### config.mk
export PLATFORM = sky130hd
export DESIGN_NAME = cmul_lanes_elastic
export DESIGN_NICKNAME = d
export VERILOG_FILES = /design/src/rtl/cmul_lanes_elastic.sv
export SDC_FILE = /design/constraint.sdc
export NUM_CORES = 1
export LEC_CHECK = 0
export ABC_CLOCK_PERIOD_IN_PS = 5500
export CAP_MARGIN = 10
export CORE_AREA = 2 2 263 265
export DETAILED_ROUTE_END_ITERATION = 10
export DIE_AREA = 0 0 265 267
export PLACE_DENSITY = 0.67
export SETUP_SLACK_MARGIN = 0.02
export SLEW_MARGIN = 15
export SYNTH_ARGS = -nofsm -noshare
export SYNTH_HDL_FRONTEND = slang
export SYNTH_SLANG_ARGS = --single-unit
export TNS_END_PERCENT = 20
### constraint.sdc
create_clock -name clk -period 5.5 [get_ports clk]
set_input_delay 1.1 -clock clk [delete_from_list [all_inputs] [get_ports clk]]
set_output_delay 1.1 -clock clk [all_outputs]
set_load 0.01 [all_outputs]
### src/rtl/cmul_lanes_elastic.sv
// Multi-lane constant-coefficient multiplier: round, saturate or wrap, then a
// fixed-latency pipeline feeding a credit-reserved output FIFO.
module cmul_lanes_elastic #(
  parameter int                      LANES = 4,
  parameter int                      DATAW = 16,
  parameter int                      COEFW = 16,
  parameter logic signed [COEFW-1:0] COEF  = 16'sh0180,
  parameter int                      FRAC  = 8,
  parameter int                      SAT   = 1,
  parameter int                      PIPE  = 3,
  parameter int                      DEPTH = 8
) (
  input  logic                   clk,
  input  logic                   rst,
  input  logic                   ivalid,
  output logic                   iready,
  input  logic [LANES*DATAW-1:0] in_data,
  output logic                   ovalid,
  input  logic                   oready,
  output logic [LANES*DATAW-1:0] out_data,
  output logic [LANES-1:0]       osat
);

  localparam int PW   = DATAW + COEFW;
  localparam int CNTW = $clog2(DEPTH + 1);
  localparam int PTRW = $clog2(DEPTH);

  // One guard bit above the product so the rounding add cannot overflow.
  localparam logic signed [PW:0] RND  = (FRAC > 0) ?
      ({{PW{1'b0}}, 1'b1} << ((FRAC > 0) ? FRAC - 1 : 0)) : '0;
  localparam logic signed [PW:0] MAXV = {{(PW-DATAW+2){1'b0}}, {(DATAW-1){1'b1}}};
  localparam logic signed [PW:0] MINV = {{(PW-DATAW+2){1'b1}}, {(DATAW-1){1'b0}}};

  if (PIPE < 1) begin : g_bad_pipe
    $error("cmul_lanes_elastic: PIPE must be at least 1");
  end
  if (DEPTH < PIPE + 1) begin : g_bad_depth
    $error("cmul_lanes_elastic: DEPTH must be at least PIPE+1");
  end

  logic accept, pop, wr;
  logic [LANES*DATAW-1:0] res_data;
  logic [LANES-1:0]       res_sat;

  // ---------------- per-lane arithmetic ----------------
  for (genvar i = 0; i < LANES; i++) begin : g_lane
    logic signed [DATAW-1:0] lane_s;
    logic signed [PW:0]      prod;
    logic signed [PW:0]      rnd;
    logic                    over, under;

    assign lane_s = in_data[i*DATAW +: DATAW];
    assign prod   = $signed({{(COEFW+1){lane_s[DATAW-1]}}, lane_s}) *
                    $signed({{(DATAW+1){COEF[COEFW-1]}}, COEF});
    assign rnd    = (prod + RND) >>> FRAC;
    assign over   = rnd > MAXV;
    assign under  = rnd < MINV;

    assign res_data[i*DATAW +: DATAW] =
        ((SAT != 0) && over)  ? MAXV[DATAW-1:0] :
        ((SAT != 0) && under) ? MINV[DATAW-1:0] : rnd[DATAW-1:0];
    assign res_sat[i] = (SAT != 0) && (over || under);
  end

  // ---------------- pipeline ----------------
  logic [PIPE-1:0]        pv_q;
  logic [LANES*DATAW-1:0] pd_q [PIPE];
  logic [LANES-1:0]       ps_q [PIPE];

  // ---------------- credit counter and FIFO state ----------------
  logic [CNTW-1:0] cnt_q, cnt_d;
  logic [CNTW-1:0] occ_q, occ_d;
  logic [PTRW-1:0] wptr_q, wptr_d;
  logic [PTRW-1:0] rptr_q, rptr_d;

  logic [LANES*DATAW-1:0] fifo_data [DEPTH];
  logic [LANES-1:0]       fifo_sat  [DEPTH];

  function automatic logic [PTRW-1:0] ptr_inc(input logic [PTRW-1:0] p);
    return (p == PTRW'(DEPTH - 1)) ? '0 : p + PTRW'(1);
  endfunction

  // Credits cover the whole pipeline, so a sample is only taken when a FIFO slot is reserved.
  assign iready = rst & (cnt_q < CNTW'(DEPTH));
  assign accept = ivalid & iready;
  assign ovalid = (occ_q != '0);
  assign pop    = ovalid & oready;
  assign wr     = pv_q[PIPE-1];

  always_comb begin
    // NOTE: every always_comb output gets a default first so no latch is inferred.
    cnt_d  = cnt_q;
    occ_d  = occ_q;
    wptr_d = wptr_q;
    rptr_d = rptr_q;
    cnt_d  = cnt_q + CNTW'(accept) - CNTW'(pop);
    occ_d  = occ_q + CNTW'(wr) - CNTW'(pop);
    if (wr)  wptr_d = ptr_inc(wptr_q);
    if (pop) rptr_d = ptr_inc(rptr_q);
  end

  // NOTE: sequential state uses non-blocking assignments so all registers update together.
  always_ff @(posedge clk or negedge rst) begin
    if (!rst) begin
      cnt_q  <= '0;
      occ_q  <= '0;
      wptr_q <= '0;
      rptr_q <= '0;
      pv_q   <= '0;
    end else begin
      cnt_q   <= cnt_d;
      occ_q   <= occ_d;
      wptr_q  <= wptr_d;
      rptr_q  <= rptr_d;
      pv_q[0] <= accept;
      for (int i = 1; i < PIPE; i++) pv_q[i] <= pv_q[i-1];
    end
  end

  // NOTE: data storage is deliberately not reset; valid bits and occupancy qualify it.
  always_ff @(posedge clk) begin
    pd_q[0] <= res_data;
    ps_q[0] <= res_sat;
    for (int i = 1; i < PIPE; i++) begin
      pd_q[i] <= pd_q[i-1];
      ps_q[i] <= ps_q[i-1];
    end
    if (wr) begin
      fifo_data[wptr_q] <= pd_q[PIPE-1];
      fifo_sat[wptr_q]  <= ps_q[PIPE-1];
    end
  end

  // Head is forced to zero when empty so reset and idle outputs are clean.
  assign out_data = ovalid ? fifo_data[rptr_q] : '0;
  assign osat     = ovalid ? fifo_sat[rptr_q]  : '0;

endmodule

==> reports/results.ini <==
[status]
status = finished clean

[routing]
drc = 0
vias_per_cell = 5.51
drtAntennaViolNets = 0
wl_mm = 62.8
avgRoutedWirePerCell_um = 20.2
drtIter0Drc = 1108
num_vias = 17100
first_pass_iters = 5

[place]
port-buffer-count = 137
dp_hpwl_mm = 40.0
place.gp.congestion = 0.847
placedCellCount = 2972

[clock_network]
cts_tree = built
htreeDepth = 3
post_cts_buffers = 0
clk_latency_ns = 0.61
cts-resized-gates = 0
clk_path_buf_depth = 3
clkSlewWorstSetupHoldPaths_ns = 0.06
clock_sinks = 765
numCtsBuffers = 73
holdBufCountCts = 0
cts_root_buf = clkbuf_16

[floorplan]
coreArea_um2 = 68000
fp.dieH_um = 267
fp.dieW_um = 265
initial_core_util_pct = 46.4
fp.dieArea_um2 = 70800
ios = 138
fp-row-count = 96

[sta]
slew_headroom_pct = 28.5
final_hold_viol_count = 0
setup_viol = 0
fin_crit_ns = 4.80
finalCritPeriodShare_pct = 87.3
slew_violations = 0
rsz0062_at_grt = false
max_freq_mhz = 208
skew_ns = 0.0240
max_slew.worst_pin.slew_ns = 1.07

[setup_path]
r2r-end = cnt_q[2]
rr_worst_depth = 13
reg2reg_from = occ_q[2]
worstPathMaxFanout = 15
path_delay_family = compound AO/OA/AOI/OAI gates
cpPeakStageDelay_ns = 0.45
startpoint_type = primary input
cp.required_ns = 6.01
path_buf_inv = 2
crit_type = primary input to register
rrSetupSlack_ns = 2.21
cp.arrival_ns = 5.31
end_kind = register
crit_chain = clkdlybuf4s50_1 > ha_1 > ha_1 > fa_1 > a211oi_1 > nor2_1 > o2111ai_2 > a211oi_1 > o31a_1 > or2_1 > or2_1 > or3_1 > o211ai_2 > buf_4 > a21bo_2
slowest_stage = clkdlybuf4s50_1

[pwr]
ir_drop_mv = 0.252
p_leak_nw = 13.1
total_power_w = 0.0177
powerDensity_nw_per_um2 = 482

[global_route]
grt_max_degree = 57
grt_pass1_vias = 17500
grt_overflow = 0
grt_antenna_before_repair = 0
gr-usage-all-layers_pct = 17.8
grt_pass1_wl_mm = 97.8

[synth]
synth_edf_count = 544
syn-mean-instance-area_um2 = 16.0
yosysWarningCount = 0
synthCells = 1977
yosysSeqAreaShare_pct = 66.1
synth_flop_cell = edfxtp_1
synth_cell_types = 88
synth.largest_area_cell = edfxtp_1
synthTopCellsByArea = edfxtp_1, dfxtp_1, mux4_2
ys_ff_latch = 765
async_flop_share_pct = 2.22
synth_top_area_share_pct = 51.8
synth_fp_nets = 2184
netlist_area_um2 = 31500

[finish]
finalCoreUtilization_pct = 54.0
instances_no_fill = 3108
drive_gt1_share_pct = 15.6
layout_common_cells = edfxtp_1, dfxtp_1, clkdlybuf4s50_1
layout_commonest_cell = edfxtp_1
antenna_cells = 0
area_growth_pct = 16.3
fin_nets = 2372

[job]
cap_violations = 0

[worst_hold_path]
hold_path.startpoint = pd_q[0][6]
holdPathEnd = pd_q[0][70]
hp-class = register to register
worst_hold_path.num_cells = 0

[power breakdown]
group	switching (W)	internal, W	total, W
logic	0.00239	0.00253	0.00491
registers	0.000649	0.00713	0.00778
clock network	0.00207	0.00294	0.00501
total	0.00511	0.0126	0.0177
[cell usage after synthesis (6+ instances only)]
cell and n:
a211o_1 8, a211oi_1 13, a21o_1 16, a21oi_1 53
and2_1 12, and3_1 13, buf_1 21, clkbuf_1 40
dfrtp_1 17, dfxtp_1 204, edfxtp_1 544, fa_1 6
ha_1 133, inv_1 45, mux2i_1 71, mux4_2 136
nand2_1 54, nand2b_1 11, nand3_1 32, nand3b_1 8
nand4_1 10, nor2_1 136, nor2b_1 6, nor3_1 21
nor3b_1 7, nor4_1 6, o2111ai_1 6, o211ai_1 8
o21a_1 20, o21ai_0 75, o21ai_1 12, o21bai_1 8
o31ai_1 6, or2_2 9, or3_1 8, xnor2_1 68
xor2_1 40
[cells by family after synthesis]
kind of cell	count (synthesis)	share of synthesized area [%]
AOI/OAI and AO/OA	283	6.06
xor gates and xnor gates	109	3.07
adders and majority gates	139	5.66
buffers and inverters	115	1.42
DFF	765	66.1
muxes	212	12.1
and+or+nand+nor	354	5.58
[state kept, by name, indices dropped and copies added (netlist names)]
register   count
fifo_data    512
pd_q         192
fifo_sat      32
ps_q          12
cnt_q          4
occ_q          4
pv_q           3
rptr_q         3
wptr_q         3
[worst reg2reg max path: cells and delay by family (launching register included)]
| family | cells | cell delay (ns) |
|---|---|---|
| adder cells (fa/ha/maj) | 4 | 1.00 |
| AND/OR/NAND/NOR | 2 | 0.96 |
| buffers and inverters | 6 | 0.76 |
| flip-flops | 1 | 0.36 |
| XOR/XNOR | 1 | 0.13 |
[area by class of cell]
type	instances	area [um^2]
flip-flops and latches	765	20900
repair buffers	183	1750
clock inverters	30	234
inverters	45	169
clock buffers	106	2260
multi-input cells	1097	10300
fillers	5410	31300
well taps	882	1100
[how the worst max path moves through the flow]
stage          slack [ns]               to  cells past startpoint        start
6_report             0.70      pd_q[0][30]                     15  in_data[17]
5_1_grt              0.42      pd_q[0][35]                     15  in_data[33]
4_1_cts              0.74      pd_q[0][30]                     15  in_data[17]
3_5_place_dp          0.1      pd_q[0][30]                     15  in_data[17]
3_3_place_gp         0.25      pd_q[0][30]                     15  in_data[17]
2_1_floorplan       -0.23  fifo_data[2][0]                      2      pv_q[2]
[through the flow]
| step | setup WS [ns] | hold WS [ns] | TNS (ns) | instance area [um^2] |
|---|---|---|---|---|
| 6_report | 0.697 | 0.325 | 0 | 36700 |
| 5_1_grt | 0.417 | 0.330 | 0 | 36700 |
| 4_1_cts | 0.740 | 0.326 | 0 | 36700 |
| 3_5_place_dp | 0.0989 | 0.312 | 0 | 34200 |
| 3_3_place_gp | 0.248 | 0.310 | 0 | 34200 |
| 2_1_floorplan | -0.234 | 0.310 | -15.89 | 31600 |
[routing by layer]
layer,up-vias,global-route usage [%],wire (um)
li1,8045,-,-
met1,8660,23.4,27600
met2,361,30.9,31600
met3,67,2.50,2630
met4,0,5.16,1080
met5,-,0,0
(Power assumes the default switching activity.)
